===== src/rtl/mem_arbiter_if.sv =====
// Shared-memory port bundle: CPU and debug requester handshakes plus the memory strobe side.
// The arbiter takes the slave view; requesters and the memory model take the master view.
interface mem_arbiter_if #(
    parameter int AW = 8,
    parameter int DW = 32
);
    logic          cpu_req;
    logic          cpu_we;
    logic [AW-1:0] cpu_addr;
    logic [DW-1:0] cpu_wdata;
    logic          cpu_gnt;
    logic          cpu_rvalid;
    logic [DW-1:0] cpu_rdata;

    logic          dbg_req;
    logic          dbg_we;
    logic [AW-1:0] dbg_addr;
    logic [DW-1:0] dbg_wdata;
    logic          dbg_gnt;
    logic          dbg_rvalid;
    logic [DW-1:0] dbg_rdata;

    logic          mem_en;
    logic          mem_we;
    logic [AW-1:0] mem_addr;
    logic [DW-1:0] mem_wdata;
    logic [DW-1:0] mem_rdata;

    modport slave (
        input  cpu_req, cpu_we, cpu_addr, cpu_wdata,
        output cpu_gnt, cpu_rvalid, cpu_rdata,
        input  dbg_req, dbg_we, dbg_addr, dbg_wdata,
        output dbg_gnt, dbg_rvalid, dbg_rdata,
        output mem_en, mem_we, mem_addr, mem_wdata,
        input  mem_rdata
    );

    modport master (
        output cpu_req, cpu_we, cpu_addr, cpu_wdata,
        input  cpu_gnt, cpu_rvalid, cpu_rdata,
        output dbg_req, dbg_we, dbg_addr, dbg_wdata,
        input  dbg_gnt, dbg_rvalid, dbg_rdata,
        input  mem_en, mem_we, mem_addr, mem_wdata,
        output mem_rdata
    );
endinterface


===== src/rtl/mem_arbiter.sv =====
// CPU/debug arbiter for one single-port memory: gnt+mem_en 1 cycle after the request is sampled, read data 3 cycles after.
// Requesters hold req until gnt; CPU has priority unless debug has lost STARVE_MAX arbitrations in a row.
module mem_arbiter #(
    parameter int AW         = 8,
    parameter int DW         = 32,
    parameter int STARVE_MAX = 4
) (
    input  logic            clk,
    input  logic            rst_n,
    mem_arbiter_if.slave    bus
);

    typedef enum logic [1:0] {
        IDLE   = 2'd0,
        ACCESS = 2'd1,
        RESP   = 2'd2
    } state_t;

    localparam logic [3:0] STARVE_LIM = 4'(STARVE_MAX);

    state_t        state;
    state_t        state_nxt;
    logic          owner_dbg;
    logic          we_q;
    logic [AW-1:0] addr_q;
    logic [DW-1:0] wdata_q;
    logic [3:0]    wait_cnt;
    logic [DW-1:0] cpu_rdata_q;
    logic [DW-1:0] dbg_rdata_q;
    logic          cpu_rvalid_q;
    logic          dbg_rvalid_q;
    logic          any_req;
    logic          dbg_win;
    logic          arb;

    assign any_req = bus.cpu_req | bus.dbg_req;
    assign dbg_win = bus.dbg_req & (~bus.cpu_req | (wait_cnt == STARVE_LIM));
    assign arb     = (state == IDLE) & any_req;

    always_ff @(posedge clk or negedge rst_n) begin
        if (!rst_n) begin
            state <= IDLE;
        end else begin
            state <= state_nxt;
        end
    end

    always_comb begin
        state_nxt = state;
        case (state)
            IDLE:    if (any_req) state_nxt = ACCESS;
            ACCESS:  state_nxt = we_q ? IDLE : RESP;
            RESP:    state_nxt = IDLE;
            default: state_nxt = IDLE;
        endcase
    end

    // The winning request is latched so mem_* never depends combinationally on req inputs.
    always_ff @(posedge clk or negedge rst_n) begin
        if (!rst_n) begin
            owner_dbg <= 1'b0;
            we_q      <= 1'b0;
            addr_q    <= '0;
            wdata_q   <= '0;
        end else if (arb) begin
            owner_dbg <= dbg_win;
            we_q      <= dbg_win ? bus.dbg_we    : bus.cpu_we;
            addr_q    <= dbg_win ? bus.dbg_addr  : bus.cpu_addr;
            wdata_q   <= dbg_win ? bus.dbg_wdata : bus.cpu_wdata;
        end
    end

    always_ff @(posedge clk or negedge rst_n) begin
        if (!rst_n) begin
            wait_cnt <= '0;
        end else if (arb) begin
            if (dbg_win) begin
                wait_cnt <= '0;
            end else if (bus.dbg_req && (wait_cnt < STARVE_LIM)) begin
                wait_cnt <= wait_cnt + 4'd1;
            end
        end
    end

    always_ff @(posedge clk or negedge rst_n) begin
        if (!rst_n) begin
            cpu_rdata_q  <= '0;
            dbg_rdata_q  <= '0;
            cpu_rvalid_q <= 1'b0;
            dbg_rvalid_q <= 1'b0;
        end else begin
            cpu_rvalid_q <= 1'b0;
            dbg_rvalid_q <= 1'b0;
            if (state == RESP) begin
                if (owner_dbg) begin
                    dbg_rdata_q  <= bus.mem_rdata;
                    dbg_rvalid_q <= 1'b1;
                end else begin
                    cpu_rdata_q  <= bus.mem_rdata;
                    cpu_rvalid_q <= 1'b1;
                end
            end
        end
    end

    assign bus.mem_en     = (state == ACCESS);
    assign bus.mem_we     = (state == ACCESS) & we_q;
    assign bus.mem_addr   = addr_q;
    assign bus.mem_wdata  = wdata_q;
    assign bus.cpu_gnt    = (state == ACCESS) & ~owner_dbg;
    assign bus.dbg_gnt    = (state == ACCESS) & owner_dbg;
    assign bus.cpu_rvalid = cpu_rvalid_q;
    assign bus.dbg_rvalid = dbg_rvalid_q;
    assign bus.cpu_rdata  = cpu_rdata_q;
    assign bus.dbg_rdata  = dbg_rdata_q;

endmodule

===== src/flat_wrapper.sv =====
// flat-port wrapper written by rule: the top's interface ports become plain ports
module mem_arbiter_flat 
#(
    parameter int AW         = 8,
    parameter int DW         = 32,
    parameter int STARVE_MAX = 4
)
  (clk, rst_n, bus_cpu_req, bus_cpu_we, bus_cpu_addr, bus_cpu_wdata, bus_cpu_gnt, bus_cpu_rvalid, bus_cpu_rdata, bus_dbg_req, bus_dbg_we, bus_dbg_addr, bus_dbg_wdata, bus_dbg_gnt, bus_dbg_rvalid, bus_dbg_rdata, bus_mem_en, bus_mem_we, bus_mem_addr, bus_mem_wdata, bus_mem_rdata);
  mem_arbiter_if #(.AW(AW), .DW(DW)) bus_i ();
  input  logic clk;
  input  logic rst_n;
  input wire logic [$bits(bus_i.cpu_req)-1:0] bus_cpu_req;
  input wire logic [$bits(bus_i.cpu_we)-1:0] bus_cpu_we;
  input wire logic [$bits(bus_i.cpu_addr)-1:0] bus_cpu_addr;
  input wire logic [$bits(bus_i.cpu_wdata)-1:0] bus_cpu_wdata;
  output wire logic [$bits(bus_i.cpu_gnt)-1:0] bus_cpu_gnt;
  output wire logic [$bits(bus_i.cpu_rvalid)-1:0] bus_cpu_rvalid;
  output wire logic [$bits(bus_i.cpu_rdata)-1:0] bus_cpu_rdata;
  input wire logic [$bits(bus_i.dbg_req)-1:0] bus_dbg_req;
  input wire logic [$bits(bus_i.dbg_we)-1:0] bus_dbg_we;
  input wire logic [$bits(bus_i.dbg_addr)-1:0] bus_dbg_addr;
  input wire logic [$bits(bus_i.dbg_wdata)-1:0] bus_dbg_wdata;
  output wire logic [$bits(bus_i.dbg_gnt)-1:0] bus_dbg_gnt;
  output wire logic [$bits(bus_i.dbg_rvalid)-1:0] bus_dbg_rvalid;
  output wire logic [$bits(bus_i.dbg_rdata)-1:0] bus_dbg_rdata;
  output wire logic [$bits(bus_i.mem_en)-1:0] bus_mem_en;
  output wire logic [$bits(bus_i.mem_we)-1:0] bus_mem_we;
  output wire logic [$bits(bus_i.mem_addr)-1:0] bus_mem_addr;
  output wire logic [$bits(bus_i.mem_wdata)-1:0] bus_mem_wdata;
  input wire logic [$bits(bus_i.mem_rdata)-1:0] bus_mem_rdata;
  assign bus_i.cpu_req = bus_cpu_req;
  assign bus_i.cpu_we = bus_cpu_we;
  assign bus_i.cpu_addr = bus_cpu_addr;
  assign bus_i.cpu_wdata = bus_cpu_wdata;
  assign bus_cpu_gnt = bus_i.cpu_gnt;
  assign bus_cpu_rvalid = bus_i.cpu_rvalid;
  assign bus_cpu_rdata = bus_i.cpu_rdata;
  assign bus_i.dbg_req = bus_dbg_req;
  assign bus_i.dbg_we = bus_dbg_we;
  assign bus_i.dbg_addr = bus_dbg_addr;
  assign bus_i.dbg_wdata = bus_dbg_wdata;
  assign bus_dbg_gnt = bus_i.dbg_gnt;
  assign bus_dbg_rvalid = bus_i.dbg_rvalid;
  assign bus_dbg_rdata = bus_i.dbg_rdata;
  assign bus_mem_en = bus_i.mem_en;
  assign bus_mem_we = bus_i.mem_we;
  assign bus_mem_addr = bus_i.mem_addr;
  assign bus_mem_wdata = bus_i.mem_wdata;
  assign bus_i.mem_rdata = bus_mem_rdata;
  mem_arbiter #(.AW(AW), .DW(DW), .STARVE_MAX(STARVE_MAX)) u_core (.clk(clk), .rst_n(rst_n), .bus(bus_i));
endmodule

===== config.mk =====
export PLATFORM = sky130hd
export DESIGN_NAME = mem_arbiter_flat
export DESIGN_NICKNAME = d
export VERILOG_FILES = /design/src/rtl/mem_arbiter_if.sv /design/src/rtl/mem_arbiter.sv /design/src/flat_wrapper.sv
export SDC_FILE = /design/constraint.sdc
export NUM_CORES = 1
export LEC_CHECK = 0
export CAP_MARGIN = 20
export CORE_UTILIZATION = 30
export CTS_BUF_LIST = sky130_fd_sc_hd__clkbuf_8
export DETAILED_ROUTE_END_ITERATION = 12
export SYNTH_ARGS = -nofsm -noshare
export SYNTH_HDL_FRONTEND = slang
export SYNTH_SLANG_ARGS = --single-unit

===== constraint.sdc =====
create_clock -name clk -period 2.2 [get_ports clk]
set_input_delay 0.33 -clock clk [delete_from_list [all_inputs] [get_ports clk]]
set_output_delay 0.33 -clock clk [all_outputs]
set_load 0.01 [all_outputs]

==> flow_summary.json, run 1 <==
{
  "worstPathArrival_ns": 1.63,
  "synth_ff_type": "dfrtp_1",
  "worst-setup-path-type": "reg -> out",
  "muxShareOfSynthArea_pct": 13.5,
  "wl_per_cell_um": 16.5,
  "place_congestion": 0.756,
  "multi_input_area_um2": 2030,
  "slew-limit-headroom_pct": 63.8,
  "crit_required_ns": 1.87,
  "setup-tns-final_ns": 0,
  "synth_xor_area_share_pct": 0,
  "layout_setup_ws_ns": 0.238,
  "synthArstFlopShare_pct": 100,
  "grt_pass1_vias": 4460,
  "antenna_left": 0,
  "cts.clk_slew.worst_paths_ns": 0.07,
  "die_w_um": 135,
  "layout_common_cells": "clkdlybuf4s50_1, dfrtp_1, mux2_2, inv_1",
  "grt_max_degree": 67,
  "fin_cells": 877,
  "cts_tree": "done",
  "place_inst": 844,
  "area_delta_synth_final_pct": 54.3,
  "grt.overflow.total": 0,
  "netSwitchingFraction_pct": 34.5,
  "start_kind": "flop",
  "max_slew.worst_pin.slew_ns": 0.544,
  "drt_iter0_markers": 204,
  "drt_wl_total_mm": 14.5,
  "pwr-share-clk_pct": 17.6,
  "hp-class": "reg -> reg",
  "syn_nets": 535,
  "synth-compound-area-share_pct": 12.4,
  "post-cts-setup-buffer-count": 0,
  "yosys.area_share.simple_pct": 11.6,
  "leakage_nw": 3.38,
  "power.density_nw_per_um2": 1380,
  "place_area_um2": 7800,
  "viasPerCell": 4.83,
  "dr.pass1.iters": 4,
  "cp-end-kind": "primary output",
  "ff_latch_area_um2": 2860,
  "vdd_drop_max_v": 0.000503,
  "synthAdderAreaFrac_pct": 0.470,
  "syn_inst": 415,
  "fin_crit_ns": 1.96,
  "max_freq_ghz": 0.510,
  "yosysTopAreaCellShare_pct": 53.6,
  "grt_pass1_wl_mm": 22.9,
  "fill_cells": 1515,
  "ys_seq_area_share_pct": 53.6,
  "synth.area.top_cells": "dfrtp_1, mux2_2, o221ai_2, nand4_1, nand3_1",
  "die-area_um2": 18300,
  "coreArea_um2": 17300,
  "clock_skew_ns": 0.0141,
  "n_antenna_cell": 0,
  "yosysUniqueCellTypes": 31,
  "vias": 4237,
  "worstPathMaxFanout": 7,
  "synth_warnings": 0,
  "final_common_cell": "clkdlybuf4s50_1",
  "track_usage_pct": 16.3,
  "synth_top_family_by_area": "multiplexers",
  "synth_area_um2": 5330,
  "final_area_um2": 8220,
  "initial_core_util_pct": 30.8,
  "internal-power_mw": 7.46,
  "p_seq_share_pct": 32.8,
  "final-setup-viol-count": 0,
  "hold_viol_final": 0,
  "switching_power_mw": 3.92,
  "drv_slew": 0,
  "drc_errors": 0,
  "pre_cts_slack_ns": 0.246,
  "status": "completed",
  "post-route-period-util_pct": 89.2,
  "hpwl_mm": 10.2,
  "yosysTopAreaCell": "dfrtp_1",
  "fin_nets": 759,
  "yosys_register_bits": 114,
  "avgSynthCellArea_um2": 12.8,
  "cts.sinks": 114,
  "maxCapViolations": 0,
  "die_y_um": 135,
  "htree_num_levels": 4,
  "numPortBuffers": 227,
  "root_buffer": "clkbuf_8",
  "rows": 48,
  "antenna_found_initial": 0,
  "p_comb_share_pct": 49.6,
  "synth_edf_count": 0,
  "grt_setup_unrepaired": "false",
  "io_pins": 228,
  "final_layout_size_suffix_gt1_share_pct": 24.7,
  "worstSkewPairLatency_ns": 0.43,
  "cts.path.max_buffers": 2,
  "numCtsBuffers": 17
}
-- flip-flops by register name, indices dropped and copies added (netlist names), 2 cells and up --
register / cells
u_core.bus.mem_addr: 8
u_core.state: 2
u_core.bus.dbg_rdata: 32
u_core.bus.cpu_rdata: 32
u_core.bus.mem_wdata: 32
u_core.wait_cnt: 4
-- metrics by stage --
stage          util, %  hold slack (ns)  total power [mW]
3_3_place_gp      45.1            0.369              9.37
5_1_grt           47.5            0.444              12.1
4_1_cts           47.5            0.422              11.5
3_5_place_dp      45.1            0.379              9.51
6_report          47.5            0.427              11.4
2_1_floorplan        -           0.0344              6.72
-- cells in the mapped netlist (4+ instances only) --
library cell / instances
buf_6: 13
nand4_1: 41
o221ai_2: 40
dfrtp_1: 114
clkbuf_1: 8
inv_1: 46
nor2_1: 6
buf_2: 13
mux2_2: 64
buf_4: 4
nand3_1: 41
-- repair_timing --
action	4_1_cts	5_1_grt
hold endpoints to repair	114	0
hold buffers	1	0
setup endpoints to repair	2	2
resized for setup	4	2
-- logic make-up (layout without fill, tap and decap cells) --
kind of cell | after synthesis | after routing
mux | 64 | 64
flops | 114 | 114
compound gates | 48 | 48
fa+ha+maj | 2 | 2
buf+inv | 85 | 322
simple gates | 102 | 102
-- layout make-up --
cell class | instances | share of cell area (%)
Multi-Input combinational cell | 216 | 24.7
Timing Repair Buffer | 243 | 30.0
Clock inverter | 15 | 2.05
Sequential cell | 114 | 34.7
Clock buffer | 17 | 2.85
Tap cell | 225 | 3.42
Inverter | 47 | 2.18
-- worst max-delay path: stages, from the launching register on --
cell and delay (ns):
dfrtp_2 0.46, nand2b_1 0.22, inv_1 0.11, and2_1 0.13, dlygate4sd2_1 0.29
-- path summary, 6_finish.rpt --
| path | end | start | cells past startpoint | slack [ns] |
|---|---|---|---|---|
| max in group asynchronous | u_core.bus.cpu_rdata[21] | rst_n | 3 | 1.43 |
| worst max-delay path | bus_dbg_gnt | u_core.state[1] | 4 | 0.24 |
| worst min-delay path | u_core.state[1] | u_core.we_q | 1 | 0.43 |
| min in group asynchronous | u_core.bus.mem_wdata[15] | rst_n | 3 | 0.45 |
| worst max register to register | u_core.bus.mem_wdata[29] | u_core.state[0] | 4 | 0.64 |
| worst min register to register | u_core.state[1] | u_core.we_q | 1 | 0.43 |
-- power groups by stage --
stage               Sequential [mW]  Clock, mW  Combinational, mW
detailed placement             3.77          0               5.73
global placement               3.73          0               5.63
global route                   3.87       2.14               6.09
floorplan                      4.13          0               2.59
finish                         3.73       2.00               5.64
CTS                            3.75       2.06               5.74
-- layer usage --
layer / global-route usage, % / vias to the layer above / routed length (um)
li1: - / 1970 / -
met1: 19.6 / 2085 / 6170
met2: 27.5 / 174 / 7190
met3: 5.05 / 8 / 1010
met4: 5.74 / 0 / 132
met5: 0 / - / 0
Note: power is estimated with default switching activity, not from simulation.
==> inputs of run 2 (changes only) <==
- PLACE_DENSITY: unset -> 0.71
==> flow_summary.json, run 2 (synthesis gave the netlist of run 1 again) <==
{
  "status": "completed",
  "cp_num_buf_inv": 2,
  "drt_wl_total_mm": 14.0,
  "root_buffer": "clkbuf_8",
  "viasPerCell": 4.86,
  "cp_slowest_stage_delay_ns": 0.53,
  "track_usage_pct": 15.8,
  "rows": 48,
  "slew-limit-headroom_pct": 58.2,
  "numPortBuffers": 227,
  "cts.clk_slew.worst_paths_ns": 0.06,
  "final-setup-viol-count": 0,
  "layout_common_cells": "clkdlybuf4s50_1, dfrtp_1, mux2_2, inv_1",
  "hold_end": "u_core.state[1]",
  "path_depth": 4,
  "numCtsBuffers": 17,
  "n_antenna_cell": 0,
  "grt_max_degree": 81,
  "antenna_found_initial": 0,
  "worstHoldStart": "u_core.we_q",
  "area_delta_synth_final_pct": 54.8,
  "setup-tns-final_ns": 0,
  "worstPathMaxFanout": 7,
  "grt_pass1_vias": 4434,
  "drc_errors": 0,
  "hold_viol_final": 0,
  "worstPathArrival_ns": 1.73,
  "holdWs_ns": 0.423,
  "hpwl_mm": 10.2,
  "die_y_um": 135,
  "max_freq_ghz": 0.485,
  "die_w_um": 135,
  "cts.path.max_buffers": 2,
  "worstHoldPathCells": 1,
  "timing.rr.start": "u_core.wait_cnt[0]",
  "final_common_cell": "clkdlybuf4s50_1",
  "grt.overflow.total": 0,
  "startpoint": "u_core.state[0]",
  "htree_num_levels": 4,
  "grt_setup_unrepaired": "false",
  "fin_crit_ns": 2.06,
  "cts.sinks": 114,
  "final_layout_size_suffix_gt1_share_pct": 25.0,
  "max_slew.worst_pin.slew_ns": 0.627,
  "vdd_drop_max_v": 0.000587,
  "r2r_cells": 6,
  "die-area_um2": 18300,
  "fin_nets": 758,
  "crit_family": "buffers and inverters",
  "ff_latch_area_um2": 2860,
  "cp-end-kind": "primary output",
  "drt_iter0_markers": 159,
  "post-route-period-util_pct": 93.6,
  "place_congestion": 0.767,
  "clock_skew_ns": 0.0111,
  "crit_slowest_cell": "clkdlybuf4s50_1",
  "coreArea_um2": 17300,
  "drv_slew": 0,
  "cts_tree": "done",
  "crit_chain": "nand2b_4, inv_1, and2_1, clkdlybuf4s50_1",
  "dr.pass1.iters": 5,
  "final_area_um2": 8240,
  "grt_pass1_wl_mm": 22.4,
  "r2r_end": "u_core.bus.mem_addr[2]",
  "worstSkewPairLatency_ns": 0.43,
  "crit_required_ns": 1.87,
  "antenna_left": 0,
  "multi_input_area_um2": 2040,
  "hp-class": "reg -> reg",
  "rrSetupSlack_ns": 0.51,
  "vias": 4261,
  "fill_cells": 1497,
  "initial_core_util_pct": 30.8,
  "worst-setup-path-type": "reg -> out",
  "start_kind": "flop",
  "place_area_um2": 7790,
  "power.density_nw_per_um2": 1400,
  "wl_per_cell_um": 16.0,
  "maxCapViolations": 0,
  "leakage_nw": 3.35,
  "io_pins": 228
}
run 2: cell count changes in the layout (fill, tap and decap cells not counted), sizes merged:
cell / delta
dlymetal6s2s: -2
clkbuf: +3
buf: -1
clkdlybuf4s50: +4
inv: -2
clkinvlp: -1
dlygate4sd2: -2
run 2: through the flow:
step	instances	worst slack (ns)	utilization (%)	power, mW
floorplan	415	0.789	-	6.72
global placement	842	0.299	45.0	9.34
detailed placement	842	0.256	45.0	9.53
CTS	875	0.00961	47.6	11.7
global route	876	0.0566	47.7	12.3
finish	876	0.140	47.7	11.6
run 2: worst max-delay path by stage:
stage,end,slack (ns)
2_1_floorplan,u_core.bus.mem_addr[0],0.79
4_1_cts,bus_dbg_gnt,0.01
5_1_grt,bus_dbg_gnt,0.06
3_5_place_dp,u_core.bus.mem_wdata[7],0.26
3_3_place_gp,u_core.we_q,0.30
6_report,bus_dbg_gnt,0.14
run 2: what timing repair did:
item,CTS,global route
setup endpoints to repair,2,1
hold buffers,1,0
gates resized for setup,2,1
endpoints found under the hold margin,66,0
setup buffers,0,1
run 2: final cells by class:
class | count | share of cell area, %
Multi-Input combinational cell | 216 | 24.7
Clock inverter | 12 | 1.87
Tap cell | 225 | 3.41
Clock buffer | 20 | 3.34
Inverter | 47 | 2.17
Sequential cell | 114 | 34.6
Timing Repair Buffer | 242 | 29.8
run 2: where the power goes:
part	internal, mW	leakage, nW	switching (mW)	total, mW
clock network	1.21	0.211	0.887	2.10
registers	3.13	1.38	0.612	3.74
logic	3.28	1.76	2.43	5.71
total	7.62	3.35	3.93	11.6
run 2: per-layer routing:
layer	part of all wire (%)	track usage [%]
met1	42	18.6
met2	50	27.1
met3	6.5	5.01
met4	1.6	4.99
met5	0	0
==> inputs of run 3 (changes only) <==
- DONT_BUFFER_PORTS: unset -> 1
- PLACE_DENSITY: 0.71 -> 0.55
==> flow_summary.json, run 3 (synthesis gave the netlist of run 1 again) <==
{
  "htree_num_levels": 4,
  "area_delta_synth_final_pct": 10.3,
  "final_common_cell": "dfrtp_1",
  "grt_pass1_wl_mm": 19.8,
  "post-route-period-util_pct": 82.6,
  "final-setup-viol-count": 0,
  "root_buffer": "clkbuf_8",
  "power.density_nw_per_um2": 1590,
  "crit_required_ns": 1.87,
  "slew-limit-headroom_pct": 53.7,
  "leakage_nw": 2.44,
  "worstSkewPairLatency_ns": 0.42,
  "grt.busiest_layer": "met2",
  "rows": 48,
  "dr.pass1.iters": 4,
  "max_freq_ghz": 0.550,
  "post_cts_resized": 0,
  "grt_max_degree": 115,
  "maxCapViolations": 0,
  "grt_pass1_vias": 3560,
  "numPortBuffers": 0,
  "worstPathMaxFanout": 7,
  "hp-class": "in -> async",
  "worst-setup-path-type": "reg -> out",
  "grt.overflow.total": 0,
  "final_layout_size_suffix_gt1_share_pct": 36.0,
  "fin_crit_ns": 1.82,
  "die_y_um": 135,
  "start_kind": "flop",
  "coreArea_um2": 17300,
  "grt_util_met2_pct": 23.7,
  "post-cts-setup-buffer-count": 0,
  "wl_per_cell_um": 19.9,
  "power.total_mw": 9.37,
  "antenna_found_initial": 0,
  "n_antenna_cell": 0,
  "worstPathArrival_ns": 1.49,
  "drt_iter0_markers": 114,
  "drc_errors": 0,
  "die-area_um2": 18300,
  "grt_setup_unrepaired": "false",
  "status": "finished, violations left",
  "grtUsageMet1_pct": 16.3,
  "track_usage_pct": 14.3,
  "initial_core_util_pct": 30.8,
  "violations": "negative hold slack",
  "cts.path.max_buffers": 2,
  "antenna_left": 0,
  "cts.clk_slew.worst_paths_ns": 0.07,
  "met3_usage_pct": 6.36,
  "drv_slew": 0,
  "drt_wl_total_mm": 12.7,
  "cts.sinks": 114,
  "numCtsBuffers": 17,
  "vdd_drop_max_v": 0.000635,
  "fin_nets": 522,
  "clock_skew_ns": 0.0139,
  "cts_tree": "done",
  "setup-tns-final_ns": 0,
  "holdWs_ns": -0.396,
  "die_w_um": 135,
  "layout_common_cells": "dfrtp_1, mux2_2, inv_1, nand3_1, nand4_1",
  "vias": 3378,
  "hpwl_mm": 8.37,
  "viasPerCell": 5.29,
  "cp-end-kind": "primary output",
  "max_slew.worst_pin.slew_ns": 0.695,
  "place_congestion": 0.709,
  "io_pins": 228,
  "hold_viol_final": 114
}
run 3: changes by cell type in the layout (fill, tap and decap cells not counted), moves of 2 or more:
cell             previous run  this run
buf_4                       9         2
clkinvlp_4                  3         1
dfrtp_1                   112       114
dfrtp_2                     2         0
buf_12                      6         4
clkdlybuf4s50_1           226         0
run 3: final cells by class:
type | count | area [um^2]
Timing Repair Buffer | 6 | 95.1
Clock inverter | 11 | 160
Sequential cell | 114 | 2850
Inverter | 47 | 179
Fill cell | 1696 | 11400
Multi-Input combinational cell | 216 | 2030
Clock buffer | 20 | 275
Tap cell | 225 | 282
run 3: power by group:
part / internal, mW / switching [mW]
sequential: 3.13 / 1.25
combinational: 1.39 / 1.45
clock: 1.31 / 0.843
run 3: per-stage QoR:
stage	setup WS [ns]	hold WS [ns]	area [um^2]	cells	utilization, %
2_1_floorplan	0.789	0.0344	5330	415	-
3_3_place_gp	0.675	0.0388	5440	608	31.5
3_5_place_dp	0.598	0.0373	5440	608	31.5
4_1_cts	0.331	-0.449	5880	639	34.0
5_1_grt	0.288	-0.461	5880	639	34.0
6_report	0.383	-0.396	5880	639	34.0
run 3: metal layers:
layer / wire [um] / up-vias / share of wire, %
li1: - / 1502 / -
met1: 4950 / 1696 / 39
met2: 6310 / 167 / 50
met3: 1300 / 13 / 10
met4: 176 / 0 / 1.4
met5: 0 / - / 0
run 3: worst max-delay path: stages, from the launching register on:
cell	delay (ns)
dfrtp_1	0.47
nand2b_1	0.27
inv_1	0.15
and2_1	0.19
run 3: final timing paths:
path	startpoint	to	slack [ns]	cells after the start
min reg2reg	u_core.we_q	u_core.state[1]	0.43	1
max in group asynchronous	rst_n	u_core.bus.cpu_rdata[4]	2.33	0
max reg2reg	u_core.state[0]	u_core.we_q	0.60	4
min in group clk	bus_mem_rdata[26]	u_core.bus.dbg_rdata[26]	0.06	1
min	rst_n	u_core.bus.mem_wdata[29]	-0.40	0
max	u_core.state[1]	bus_dbg_gnt	0.38	3
